==> src/rtl/intr_pkg.sv <==
// rtl/intr_pkg.sv - shared constants and types for the interrupt capture front end
package intr_pkg;

    localparam int NUM_INTR_DEF = 16;

    localparam logic [2:0] ADDR_MODE = 3'd0;
    localparam logic [2:0] ADDR_MASK = 3'd1;
    localparam logic [2:0] ADDR_PEND = 3'd2;
    localparam logic [2:0] ADDR_CLR  = 3'd3;
    localparam logic [2:0] ADDR_SET  = 3'd4;
    localparam logic [2:0] ADDR_RAW  = 3'd5;

    typedef enum logic {
        ST_IDLE   = 1'b0,
        ST_ACCESS = 1'b1
    } apb_state_t;

endpackage

==> src/rtl/intr_sync.sv <==
// rtl/intr_sync.sv - vector multi-flop synchroniser with async active-high reset
module intr_sync #(
    parameter int WIDTH  = 16,
    parameter int STAGES = 2
) (
    input  logic             i_clk,
    input  logic             i_rst,
    input  logic [WIDTH-1:0] i_d,
    output logic [WIDTH-1:0] o_q
);

    logic [STAGES-1:0][WIDTH-1:0] r_stage;

    always_ff @(posedge i_clk or posedge i_rst) begin
        if (i_rst) begin
            r_stage <= '0;
        end else begin
            r_stage <= {r_stage[STAGES-2:0], i_d};
        end
    end

    assign o_q = r_stage[STAGES-1];

endmodule

==> src/rtl/intr_capture.sv <==
// rtl/intr_capture.sv - interrupt line capture: sync, edge/level pending, mask, APB slave
module intr_capture
    import intr_pkg::*;
#(
    parameter int NUM_INTR    = NUM_INTR_DEF,
    parameter int WIDTH       = $clog2(NUM_INTR),
    parameter int SYNC_STAGES = 2
) (
    input  logic                pclk_i,
    input  logic                prst_i,
    input  logic                psel_i,
    input  logic                penable_i,
    input  logic                pwrite_i,
    input  logic [2:0]          paddr_i,
    input  logic [NUM_INTR-1:0] pwdata_i,
    output logic [NUM_INTR-1:0] prdata_o,
    output logic                pready_o,
    output logic                pslverr_o,
    input  logic [NUM_INTR-1:0] irq_raw_i,
    output logic [NUM_INTR-1:0] intr_active_o,
    input  logic [WIDTH-1:0]    intr_to_service_i,
    input  logic                intr_serviced_i
);

    apb_state_t          r_state;
    logic                r_pready;
    logic [NUM_INTR-1:0] r_mode;
    logic [NUM_INTR-1:0] r_mask;
    logic [NUM_INTR-1:0] r_pend;
    logic [NUM_INTR-1:0] r_active;
    logic [NUM_INTR-1:0] r_s_d;

    logic [NUM_INTR-1:0] w_s;
    logic [NUM_INTR-1:0] w_svc;
    logic [NUM_INTR-1:0] w_set;
    logic [NUM_INTR-1:0] w_clr;
    logic [NUM_INTR-1:0] w_pend_next;
    logic [NUM_INTR-1:0] w_rdata;
    logic                w_err;
    logic                w_commit;

    intr_sync #(
        .WIDTH  (NUM_INTR),
        .STAGES (SYNC_STAGES)
    ) u_sync (
        .i_clk (pclk_i),
        .i_rst (prst_i),
        .i_d   (irq_raw_i),
        .o_q   (w_s)
    );

    always_ff @(posedge pclk_i or posedge prst_i) begin
        if (prst_i) begin
            r_state  <= ST_IDLE;
            r_pready <= 1'b0;
        end else begin
            case (r_state)
                ST_IDLE: begin
                    if (psel_i && penable_i) begin
                        r_state  <= ST_ACCESS;
                        r_pready <= 1'b1;
                    end
                end
                ST_ACCESS: begin
                    r_state  <= ST_IDLE;
                    r_pready <= 1'b0;
                end
            endcase
        end
    end

    assign w_commit = (r_state == ST_ACCESS) && psel_i && pwrite_i;

    // Out-of-range service indices simply match no line.
    always_comb begin
        w_svc = '0;
        for (int i = 0; i < NUM_INTR; i++) begin
            w_svc[i] = intr_serviced_i && (intr_to_service_i == WIDTH'(i));
        end
    end

    assign w_set = (w_s & ~r_s_d)
                 | ((w_commit && paddr_i == ADDR_SET) ? pwdata_i : '0);
    assign w_clr = w_svc
                 | ((w_commit && paddr_i == ADDR_CLR) ? pwdata_i : '0);

    // Set beats clear on edge lines; level lines just track the synchronised input.
    assign w_pend_next = (r_mode & (w_set | (r_pend & ~w_clr))) | (~r_mode & w_s);

    always_ff @(posedge pclk_i or posedge prst_i) begin
        if (prst_i) begin
            r_mode   <= '0;
            r_mask   <= '0;
            r_pend   <= '0;
            r_active <= '0;
            r_s_d    <= '0;
        end else begin
            r_s_d    <= w_s;
            r_pend   <= w_pend_next;
            r_active <= r_pend & r_mask;
            if (w_commit && paddr_i == ADDR_MODE) begin
                r_mode <= pwdata_i;
            end
            if (w_commit && paddr_i == ADDR_MASK) begin
                r_mask <= pwdata_i;
            end
        end
    end

    always_comb begin
        w_rdata = '0;
        w_err   = 1'b0;
        if (r_pready) begin
            case (paddr_i)
                ADDR_MODE: w_rdata = r_mode;
                ADDR_MASK: w_rdata = r_mask;
                ADDR_PEND: w_rdata = r_pend;
                ADDR_CLR:  w_rdata = '0;
                ADDR_SET:  w_rdata = '0;
                ADDR_RAW:  w_rdata = w_s;
                default:   w_err   = 1'b1;
            endcase
        end
    end

    assign prdata_o      = w_rdata;
    assign pslverr_o     = w_err;
    assign pready_o      = r_pready;
    assign intr_active_o = r_active;

endmodule

==> config.mk <==
export PLATFORM = sky130hd
export DESIGN_NAME = intr_capture
export DESIGN_NICKNAME = d
export VERILOG_FILES = /design/src/rtl/intr_pkg.sv /design/src/rtl/intr_sync.sv /design/src/rtl/intr_capture.sv
export SDC_FILE = /design/constraint.sdc
export NUM_CORES = 1
export LEC_CHECK = 0
export CAP_MARGIN = 20
export CORE_ASPECT_RATIO = 1.75
export CORE_UTILIZATION = 40
export DETAILED_ROUTE_END_ITERATION = 8
export GPL_ROUTABILITY_DRIVEN = 1
export PLACE_DENSITY = 0.61
export SLEW_MARGIN = 20
export SYNTH_ARGS = -nofsm -noshare
export SYNTH_HDL_FRONTEND = slang
export SYNTH_SLANG_ARGS = --single-unit
==> constraint.sdc <==
create_clock -name pclk_i -period 5.3 [get_ports pclk_i]
set_clock_uncertainty 0.05 [all_clocks]
set_input_delay 1.06 -clock pclk_i [delete_from_list [all_inputs] [get_ports pclk_i]]
set_output_delay 1.06 -clock pclk_i [all_outputs]
set_load 0.02 [all_outputs]
=== Word level (Yosys, flattened, before mapping) ===
Cells that the tools add are included.

* Bits of input ports: 45
* Output and inout port bits: 34
* Flip-flop bits (word level): 114
* Logic and storage cells: 79

* Reductions and logical operators: 26
* Eq/ne operators: 21
* Muxes and demuxes: 10
* Bitwise gates (word level): 13

{| class="wikitable"
|+ Operators by type and width
! operator !! number
|-
| 16-bit bitwise AND || 5
|-
| 16-bit OR || 4
|-
| 16-bit case mux with 4 select lines || 1
|-
| 16-bit two-way mux || 3
|-
| 16-bit NOT || 3
|-
| 4-bit equality test (second input constant) || 8
|-
| 1-bit logical AND || 23
|-
| 4-bit by 3-bit equality test with 1-bit output (second input constant) || 4
|-
| 4-bit by 2-bit equality test with 1-bit output (second input constant) || 2
|-
| 3-bit by 2-bit equality test with 1-bit output (second input constant) || 2
|-
| 3-bit equality test (second input constant) || 2
|-
| 6-bit OR reduction || 1
|-
| 4-bit by 1-bit equality test with 1-bit output (second input constant) || 1
|-
| 4-bit logical NOT || 1
|-
| 1-bit two-way mux || 4
|-
| 1-bit case mux with 2 select lines || 2
|-
| 3-bit by 1-bit equality test with 1-bit output (second input constant) || 1
|-
| 3-bit logical NOT || 1
|-
| 2-bit != test (second input constant) || 1
|-
| 1-bit NOT || 1
|}

=== Logic depth before layout (Yosys ltp) ===
* Depth after elaboration: 10
* Mapped depth: 5
* Gate-level depth less buffers: 3

=== Modules after synthesis ===
From an unflattened synthesis, not the netlist that was laid out.

* Cell total of the unflattened synthesis: 372
* Area total of the unflattened synthesis: 4,596.9 µm²

{| class="wikitable"
|+ Modules (own cells, without submodules)
! module !! instances !! area an instance (µm²) !! seq. area each (µm²) !! cells each
|-
| intr_capture || 1 || 3,672.3 || 2,052.0 || 323
|-
| intr_sync || 1 || 924.6 || 800.8 || 49
|}

=== Worst setup path before layout ===
Ideal clock, no wire load.

* Path kind: input port to output port
* Start: input port paddr_i[0]
* End: output port prdata_o[10]
* Cell stages on the path: 5
* Setup slack: 1,999 ps
* Path buffers: 2
* Data arrival time: 2,191 ps
* Required time: 4,190 ps
* Cells stage by stage: or2_2 clkbuf_1 clkbuf_1 o22a_1 nor2_1

* Longest elaborated chain between the ends: 3
* Elaborated cells between the ends (all ways): 6
* Classes of those cells: 3 x eq/ne; 2 x mux; 1 x reduce/logical

{| class="wikitable"
|+ RTL lines
! element !! line !! source
|-
| start: declaration || intr_capture.sv:14 || <nowiki>input logic [2:0] paddr_i,</nowiki>
|-
| 3-bit equality test (tied with other cells) || intr_capture.sv:114 || <nowiki>case (paddr_i)</nowiki>
|-
| 16-bit case mux with 4 select lines * || intr_capture.sv:114 ||
|-
| 16-bit two-way mux * || intr_capture.sv:113 || <nowiki>if (r_pready) begin</nowiki>
|-
| end: declaration || intr_capture.sv:16 || <nowiki>output logic [NUM_INTR-1:0] prdata_o,</nowiki>
|}

Mark *: on every way between the ends. The rest lies on a longest branch, timed or not.

=== Final worst setup path ===
* Start: input port paddr_i[1]
* End: output port prdata_o[12]

Same word-level chain as after synthesis.

==> impl_table.tex <==
\begin{tabular}{lr}
\hline
Metric & Value \\
\hline
\multicolumn{2}{l}{\textbf{Synthesis}} \\
\quad Count of cell types in the netlist & 25 \\
\quad Multiplexer share of the synthesized area & between 10\% and 20\% \\
\quad Largest cells by area after synthesis & dfrtp\_1 62\%, mux2i\_1 7.0\%, mux2\_2 5.4\%, nand2\_1 4.2\%, o221ai\_1 3.0\% \\
\quad Cell type with the highest aggregate area in the netlist & dfrtp\_1 \\
\quad Net count after synthesis & 407 \\
\quad Xor and xnor fraction of the mapped netlist area & 0\% \\
\quad Adder-Cell Fraction of Synth Area & 0\% \\
\quad Simple logic cell fraction of the synthesized area & 12.3\% \\
\quad Combinational family with the most area after synthesis & multiplexers \\
\quad Area share of the largest cell type after synthesis & approximately three fifths \\
\quad Cell count after synthesis & $\sim$360 \\
\quad Yosys reg bits & around 110 \\
\quad Area fraction in compound gates after synthesis & a little under a tenth \\
\quad Average instance area after synthesis & $\sim$13 um\^{}2 \\
\quad Cell area after synthesis & between 4000 and 5000 um\^{}2 \\
\quad Warnings, synthesis & 0 \\
\quad Sequential cell area fraction in the yosys report & 62.0\% \\
\multicolumn{2}{l}{\textbf{Finish}} \\
\quad NumNets Final & 496 \\
\quad Post-synthesis to final-layout area growth & 33.1\% \\
\quad Diode count & 0 \\
\quad Share of final-layout standard cells stronger than drive strength 1 & 13.8\% \\
\quad Utilization of the core after routing & between 50\% and 60\% \\
\quad Most common library cell in the layout ignoring fill and taps & dfrtp\_1 \\
\quad Highest-count cells in the layout ignoring fill and taps & 114 x dfrtp\_1, 78 x clkdlybuf4s50\_1, 51 x nand2\_1 \\
\multicolumn{2}{l}{\textbf{Hold path}} \\
\quad Hold Startpoint & u\_sync.r\_stage[14] \\
\quad Hold-critical path endpoint & u\_sync.o\_q[14] \\
\quad Worst min-delay path class & reg -> reg \\
\quad Number of instances on the worst hold path & 0 \\
\multicolumn{2}{l}{\textbf{Critical path}} \\
\quad Setup slack on the worst flop-to-flop path & about 3.2 ns \\
\quad Family of cells with the greatest summed delay on the critical path & buffers and inverters \\
\quad Cells along the critical path & clkdlybuf4s50\_1, nand2b\_1, o22a\_1, nor2\_1, clkdlybuf4s50\_1 \\
\quad End of the worst register-to-register path & r\_mode[9] \\
\quad Startpoint type of the worst setup path & input pin \\
\quad Worst endpoint required time & 4.19 ns \\
\quad Cell depth of the worst setup path & 5 \\
\quad Cell count of the worst reg-to-reg path & 4 \\
\quad Classification of the worst setup path & in -> out \\
\quad Dominant cell type by count on the critical path & clkdlybuf4s50\_1 \\
\quad FF-to-FF Start & r\_state \\
\quad Crit path arrival time & approximately 3.6 ns \\
\quad Kind of end point of the critical path & primary output \\
\quad Master of the slowest instance on the critical path & nand2b\_1 \\
\quad Worst path buffer plus inverter count & 2 \\
\quad Largest incremental delay on the critical path & roughly 0.73 ns \\
\quad Largest fanout of any net on the critical path & 16 \\
\multicolumn{2}{l}{\textbf{Routing}} \\
\quad Number of antenna-violating nets in the routed design & 0 \\
\quad Via Count & about 3300 \\
\quad Vias per std cell & 5.51 \\
\quad Final WL & around 11000 um \\
\quad Remaining design rule violation count & 0 \\
\quad Routed wire length per instance & roughly 19 um \\
\quad Pre-antenna DRT Iters & 4 \\
\quad First-iteration detailed-routing DRC count & around 150 \\
\multicolumn{2}{l}{\textbf{STA}} \\
\quad Slew @ Worst Pin & between 1 and 1.5 ns \\
\quad Final Setup Violations & 0 \\
\quad Worst rel slew slack & about 33\% \\
\quad Peak clock frequency supported by timing & 214 MHz \\
\quad Total negative slack & 0 ns \\
\quad Fin crit period & between 4 and 5 ns \\
\quad Final number of max-transition violations & 0 \\
\quad Final Hold Fails & 0 \\
\quad Smallest setup slack after layout & 0.621 ns \\
\quad RSZ-0062 raised after global routing & no \\
\quad Period Utilization, post-route & approximately nine tenths \\
\multicolumn{2}{l}{\textbf{Clocking}} \\
\quad Root Buffer Master & clkbuf\_16 \\
\quad Total clock buffers created by CTS & 17 \\
\quad CTS HTree Levels & 4 \\
\quad Clock tree from TritonCTS & done \\
\quad Clock slew at reported path FFs & around 0.050 ns \\
\quad Post-CTS resize count & 0 \\
\quad Post-CTS Repair Setup Buffers & 0 \\
\quad Longest Clk Path Bufs & 2 \\
\quad CTS sink count & 114 \\
\quad Clock latency at the later pin of the worst-skew pair & between 0.4 and 0.5 ns \\
\quad Total of hold buffers inserted after clock tree synthesis & 0 \\
\multicolumn{2}{l}{\textbf{Floorplan}} \\
\quad Initial core utilization & between 40\% and 50\% \\
\quad Die Ht & about 140 um \\
\quad Core Box Area & about 11000 um\^{}2 \\
\quad Die Wd & around 83 um \\
\quad Floorplan die area & approximately 12000 um\^{}2 \\
\quad Boundary pin count & 79 \\
\quad Standard-cell row count & 51 \\
\multicolumn{2}{l}{\textbf{Power}} \\
\quad Worst-case vdd ir drop & $\sim$0.26 mV \\
\quad Power per cell area & around 380 nW/um\^{}2 \\
\quad Leak Pwr & $\sim$2.8 nW \\
\multicolumn{2}{l}{\textbf{Placed design}} \\
\quad Hpwl dp & approximately 7300 um \\
\quad Post-place setup slack & 0.645 ns \\
\quad Last weighted congestion value of the routability-driven placer & 0.777 \\
\quad Port Buffers & 78 \\
\multicolumn{2}{l}{\textbf{GRT}} \\
\quad Global-route wire length before repair & between 15000 and 20000 um \\
\quad Maximum number of pins on one net before global-route repair & between 40 and 50 \\
\quad Total grt overflow & 0 \\
\quad Number of antenna violations at the first check in global routing & 0 \\
\quad Total global-route track usage & between 20\% and 30\% \\
\quad Vias in the first global route & 3439 \\
\multicolumn{2}{l}{\textbf{Outcome}} \\
\quad Outcome & completed \\
\multicolumn{2}{l}{\textbf{Run}} \\
\quad Max-capacitance violation count & 0 \\
\hline
\end{tabular}
## power breakdown
part,switching (mW),internal (mW)
clock network,0.385,0.738
logic,0.116,0.118
registers,0.0463,0.938
## how the worst max path moves through the flow
| stage | from | slack [ns] | to |
|---|---|---|---|
| after floorplan | prst_i | 1.17 | intr_active_o[0] |
| after global placement | paddr_i[1] | 0.69 | prdata_o[4] |
| after global routing | paddr_i[1] | 0.53 | prdata_o[1] |
| after detailed placement | paddr_i[1] | 0.65 | prdata_o[13] |
| after CTS | paddr_i[1] | 0.63 | prdata_o[14] |
| final | paddr_i[1] | 0.62 | prdata_o[12] |
## synthesized netlist by cell type
cell and n:
dfrtp_1 114, nand2_1 51, mux2i_1 32, mux2_2 22
and3_1 18, nor2_1 18, and2_1 17, o221ai_1 16
o22a_1 16, o211ai_1 12, mux2_1 10, clkbuf_1 9
buf_2 6, o311ai_0 4, inv_1 3, nand2b_1 3
nand3_1 2, nand3b_1 2, a211o_1 1, a21oi_1 1
and4b_1 1, buf_6 1, nor3b_4 1, or2_2 1
or3b_2 1
## through the flow
step                      area, um^2  cells  hold WS (ns)  total power, mW
after floorplan                 4600    362         0.281             1.12
after global placement          5540    564         0.282             1.23
after detailed placement        5540    564         0.286             1.23
after CTS                       6130    596         0.298             2.36
after global routing            6130    596         0.302             2.43
final                           6130    596         0.294             2.34
## area by class of cell
type / instances / area [um^2]
Clock buffer: 23 / 488
Clock inverter: 9 / 104
Fill cell: 954 / 5040
Inverter: 3 / 13.8
Multi-Input combinational cell: 229 / 1670
Sequential cell: 114 / 2850
Tap cell: 132 / 165
Timing Repair Buffer: 86 / 841
## state kept, by name, indices dropped and copies added, names as in the netlist, 16 cells and up
register,count
r_mode,16
r_s_d,16
r_mask,16
u_sync.r_stage,16
intr_active_o,16
u_sync.o_q,16
r_pend,16
## logic make-up after synthesis
kind of cell	Yosys count
buffers and inverters	19
AOI/OAI and AO/OA	50
muxes	64
and+or+nand+nor	115
DFF	114
## per-layer routing
metal / wire length (um) / vias to the layer above / GRT usage (%)
met3: 516 / 15 / 5.40
met4: 201 / 0 / 8.17
met1: 4620 / 1682 / 24.4
met5: 0 / - / 0
met2: 6030 / 109 / 35.6
li1: - / 1477 / -
Note: power is estimated with default switching activity, not from simulation.
==> edit 1 (same flow settings) <==
Put one more register stage on the output `intr_active_o`, cleared by the reset. The value now appears one clock later. The other outputs are not delayed to match.
--- a/src/rtl/intr_capture.sv
+++ b/src/rtl/intr_capture.sv
@@ -127,5 +127,11 @@
     assign pslverr_o     = w_err;
     assign pready_o      = r_pready;
-    assign intr_active_o = r_active;
+    always_ff @(posedge pclk_i or posedge prst_i) begin
+        if (prst_i) begin
+            intr_active_o <= '0;
+        end else begin
+            intr_active_o <= r_active;
+        end
+    end
 
 endmodule
Formal check against the unedited RTL: not equivalent (a bounded check fails within 10 cycles, from zero or initial values and one cycle with prst_i high).
==> edit 1 against the original RTL <==
  * Final area is 6.6% higher
  * Critical path depth is 1 higher
  * Sequential cell count is 16 higher
  * Clock power is 4% lower
  * Setup slack better by 84 ps
  * First-iteration DRC count is 4.0% higher
  * Area after synthesis is 8.7% higher
  * Global-route usage is 0.91 points lower
  * Core utilization is 0.74 points lower
  * Power is 3.6% higher
  * Wire length is 1.8% higher
  * Final cell count is 8.1% higher
==> edit 1: results (changes against the original RTL) <==
| Metric | Value |
|---|---|
| Leak Pwr | `2.98 nW (+7.4%)` |
| Clock network area share | `8.39% (-1.3 points)` |
| Initial antenna violation count | `0 (unchanged)` |
| Worst hold start | `r_active[11]` |
| Outcome | `finished, final reports clean` |
| Non-Clock Buffer Count | `87 (+1.2%)` |
| Critical Path AT | `3480 ps (-90 ps)` |
| Synth top area cells | `dfrtp_1, mux2i_1, mux2_2` |
| Mux cell area share after synthesis | `13.6% (-1.2 points)` |
| FF+latch area | `3250 um^2 (+14%)` |
| Endpoint, Worst Hold | `intr_active_o[11]` |
| Fillers | `1081 (+13%)` |
| Avg WL per Cell | `18.0 um (-5.8%)` |
| Synth cell count leaders | `dfrtp_1, nand2_1, mux2i_1` |
| Total Routing Usage GR | `19.7% (-0.91 points)` |
| Critical Path Sink | `prdata_o[14]` |
| Initial DRC Count | `155 (+4.0%)` |
| Layout net count | `513 (+3.4%)` |
| Clk_buf instances | `25 (+8.7%)` |
| Buffering overhead | `13.0% (-0.74 points)` |
| R2R Path End | `r_mode[4]` |
| Share of cells above drive strength 1 | `12.7% (-1.1 points)` |
| Largest net degree at the start of global routing | `67 (+37%)` |
| Crit path largest cell delay | `750 ps (+20 ps)` |
| Seq cells | `130 (+14%)` |
| Register area share after synthesis | `65.0% (+3.0 points)` |
| Hpwl dp | `7520 um (+3.1%)` |
| Worst-Margin Slew | `909 ps (-92.0 ps)` |
| First-pass GRT wire length | `18700 um (+1.7%)` |
| Max VDD drop | `0.000250 V (-4.1%)` |
| Complex-gate fraction of the synthesized area | `8.38% (-0.73 points)` |
| Synth Net Count | `423 (+3.9%)` |
| Routability-driven placement congestion ratio | `0.752 (-3.2%)` |
| Final worst slack | `705 ps (+84.4 ps)` |
| Via density | `5.18 (-5.9%)` |
-- edit 1: cell count changes after synthesis, sizes merged --
| cell | before | now |
|---|---|---|
| dfrtp | 114 | 130 |
-- edit 1: power groups by stage --
stage                     combinational (mW)  clock (mW)  sequential, mW
after global routing                   0.259        1.14            1.12
after global placement                 0.234           0            1.13
final                                  0.237        1.07            1.12
after floorplan                        0.125           0            1.13
after CTS                              0.241        1.10            1.12
after detailed placement               0.239           0            1.13
-- edit 1: through the flow --
step	cells	hold slack [ps]	utilization, %	total power, mW	instance area (um^2)
after global routing	644	300	54.1	2.52	6540
final	644	295	54.1	2.42	6540
after floorplan	378	281	-	1.25	5000
after detailed placement	614	285	49.6	1.37	5990
after global placement	614	284	49.6	1.36	5990
after CTS	644	297	54.1	2.45	6540
-- edit 1: routing by layer --
layer	vias up	wire length (um)	track usage (%)
met5	-	0	0
met4	0	221	8.83
met3	19	497	4.14
met2	102	6020	33.3
met1	1686	4820	24.1
li1	1532	-	-
==> edit 2 (config.mk and constraints unchanged) <==
Made on the original files. Set the parameter `SYNC_STAGES` to 4 (it was 2).
--- a/src/rtl/intr_capture.sv
+++ b/src/rtl/intr_capture.sv
@@ -5,5 +5,5 @@
     parameter int NUM_INTR    = NUM_INTR_DEF,
     parameter int WIDTH       = $clog2(NUM_INTR),
-    parameter int SYNC_STAGES = 2
+    parameter int SYNC_STAGES = 4
 ) (
     input  logic                pclk_i,
Formal check against the unedited RTL: not equivalent (Yosys sat finds a counterexample within 4 cycles, from zero or initial values and one cycle with prst_i high).
==> edit 2 against the original RTL <==
  * Largest power group is now registers
  * Sequential cell count is 32 higher
  * Setup slack better by 35 ps
  * Power is 15% higher
  * Sequential share of layout area is 5.5 points higher
  * Final area is 15% higher
  * Wire length is 9.6% higher
  * Worst hold slack better by 1.5 ps
  * Via count is 5.8% higher
  * Combinational power is 7% higher
  * Maximum frequency is 0.75% higher
  * Critical endpoint is now prdata_o[15]
  * Synthesized cell count is 8.8% higher
  * Area after synthesis is 19% higher
==> edit 2: results (changes against the original RTL) <==
| Metric | Value |
|---|---|
| Endpoint, Worst Hold | `u_sync.r_stage[33]` |
| First-pass GRT wire length | `20000 um (+8.8%)` |
| Register with the most flip-flops | `u_sync.r_stage` |
| Worst hold start | `u_sync.r_stage[17]` |
| Reg clk slew, reported paths | `~60 ps` |
| Worst Reg-to-Reg Cells | `3 (-1)` |
| Mean Syn Cell Area | `13.9 um^2 (+9.4%)` |
| Routability-driven placement congestion ratio | `0.765 (-1.6%)` |
| R2R Path End | `r_mode[3]` |
| IO Port Bufs | `78 (unchanged)` |
| Initial DRC Count | `217 (+46%)` |
| Worst slack at placement | `662 ps (+16.6 ps)` |
| H-tree depth | `4 (unchanged)` |
| Ys flop type | `dfrtp_1` |
| Post-Route WL | `12500 um (+9.6%)` |
| Hpwl dp | `8130 um (+11%)` |
| Asr flop ratio synth | `100% (unchanged)` |
| Post-CTS resize count | `0 (unchanged)` |
| Dpl cells | `637 (+13%)` |
| Setup bufs post-CTS | `0 (unchanged)` |
| Outcome | `finished, final reports clean` |
| Layout net count | `527 (+6.3%)` |
| Total Routing Usage GR | `19.1% (-1.5 points)` |
| Synth cell count leaders | `dfrtp_1, nand2_1, mux2i_1` |
| CTS buffer count | `17 (unchanged)` |
| First-pass detailed-route iteration total | `4 (unchanged)` |
| Worst-skew pair later-pin latency | `410 ps (about the same)` |
| Synth top area cells | `dfrtp_1, mux2i_1, mux2_2` |
| CP max stage cell | `nand2b_1` |
| Reg2Reg Setup Slack | `3170 ps (-70 ps)` |
| Synth warnings | `0 (unchanged)` |
| Antenna fix cells | `0 (unchanged)` |
| Unique masters post-synth | `28 (+12%)` |
| WHS | `296 ps (+1.50 ps)` |
| Fillers | `1136 (+19%)` |
| Critical Path AT | `3530 ps (-40 ps)` |
| Leak Pwr | `3.16 nW (+14%)` |
| Crit path largest cell delay | `690 ps (-40 ps)` |
| Die area | `14200 um^2 (+19%)` |
| Hold depth | `0 (unchanged)` |
| FF-to-FF Start | `r_state` |
| Worst-Margin Slew | `1010 ps (+4.23 ps)` |
| Register area share after synthesis | `66.7% (+4.7 points)` |
| Crit-path max FO | `17 (+1)` |
| Max VDD drop | `0.000199 V (-23%)` |
| Largest net degree at the start of global routing | `98 (+100%)` |
| Hold crit path type | `reg -> reg` |
| Root buf cell | `clkbuf_16` |
| Vias in the first global route | `3752 (+9.1%)` |
| Via density | `5.19 (-5.7%)` |
| Initial antenna violation count | `0 (unchanged)` |
| Post-route insts no fill | `669 (+12%)` |
| Post-place instance area | `6430 um^2 (+16%)` |
| Max reg flops | `between 40 and 50` |
| Share of cells above drive strength 1 | `14.7% (+0.95 points)` |
| Synth Net Count | `439 (+7.9%)` |
| CTS Buffer Depth | `2 (unchanged)` |
[edit 2: cell types whose count changed in the layout (fill, tap and decap cells not counted), moves of 2 or more]
cell	unedited run	this run
mux2_1	10	0
dfrtp_1	114	146
mux2_4	0	10
clkinv_2	4	1
inv_6	0	2
clkinvlp_4	2	5
clkbuf_8	4	0
[edit 2: cell type report]
cell class                      count  area share, %
Clock buffer                       20           6.22
Clock inverter                     12           2.26
Sequential cell                   146           52.0
Inverter                            2          0.178
Multi-Input combinational cell    230           24.4
Timing Repair Buffer               85           11.9
Tap cell                          174           3.10
[edit 2: metal layers]
layer / routed length (um) / global-route usage (%)
met1: 5030 / 22.6
met2: 6660 / 33.5
met3: 499 / 3.69
met4: 266 / 8.53
met5: 0 / 0
[edit 2: worst max-delay path by stage]
stage / start / endpoint / slack (ps) / cells past startpoint
after floorplan: prst_i / intr_active_o[0] / 270 / 1
after global placement: paddr_i[1] / prdata_o[2] / 660 / 5
after detailed placement: paddr_i[1] / prdata_o[13] / 660 / 5
after CTS: paddr_i[1] / prdata_o[13] / 660 / 5
after global routing: paddr_i[1] / prdata_o[2] / 570 / 5
final: paddr_i[1] / prdata_o[15] / 660 / 5
[edit 2: kinds of logic (layout without fill, tap and decap cells)]
group / Yosys count / count (layout) / share of synthesized area, %
multiplexers: 64 / 64 / 13.1
buffers and inverters: 18 / 119 / 2.10
AND/OR/NAND/NOR: 117 / 117 / 10.7
flip-flops: 146 / 146 / 66.7
AO/OA/AOI/OAI: 49 / 49 / 7.49
[edit 2: metrics by stage]
| step | util (%) | total power [mW] |
|---|---|---|
| 4_1_cts | 52.5 | 2.72 |
| 6_report | 52.5 | 2.69 |
| 3_5_place_dp | 48.0 | 1.52 |
| 2_1_floorplan | - | 1.40 |
| 3_3_place_gp | 48.0 | 1.51 |
| 5_1_grt | 52.5 | 2.79 |
[edit 2: worst max-delay path, delay by kind of cell]
family	cells	cell delay [ps]
buf+inv	2	1250
compound gates	1	360
simple gates	2	850
[edit 2: power by group]
part	internal, mW	switching [mW]
Combinational	0.126	0.124
Clock	0.741	0.453
Sequential	1.19	0.0515
Total	2.06	0.629
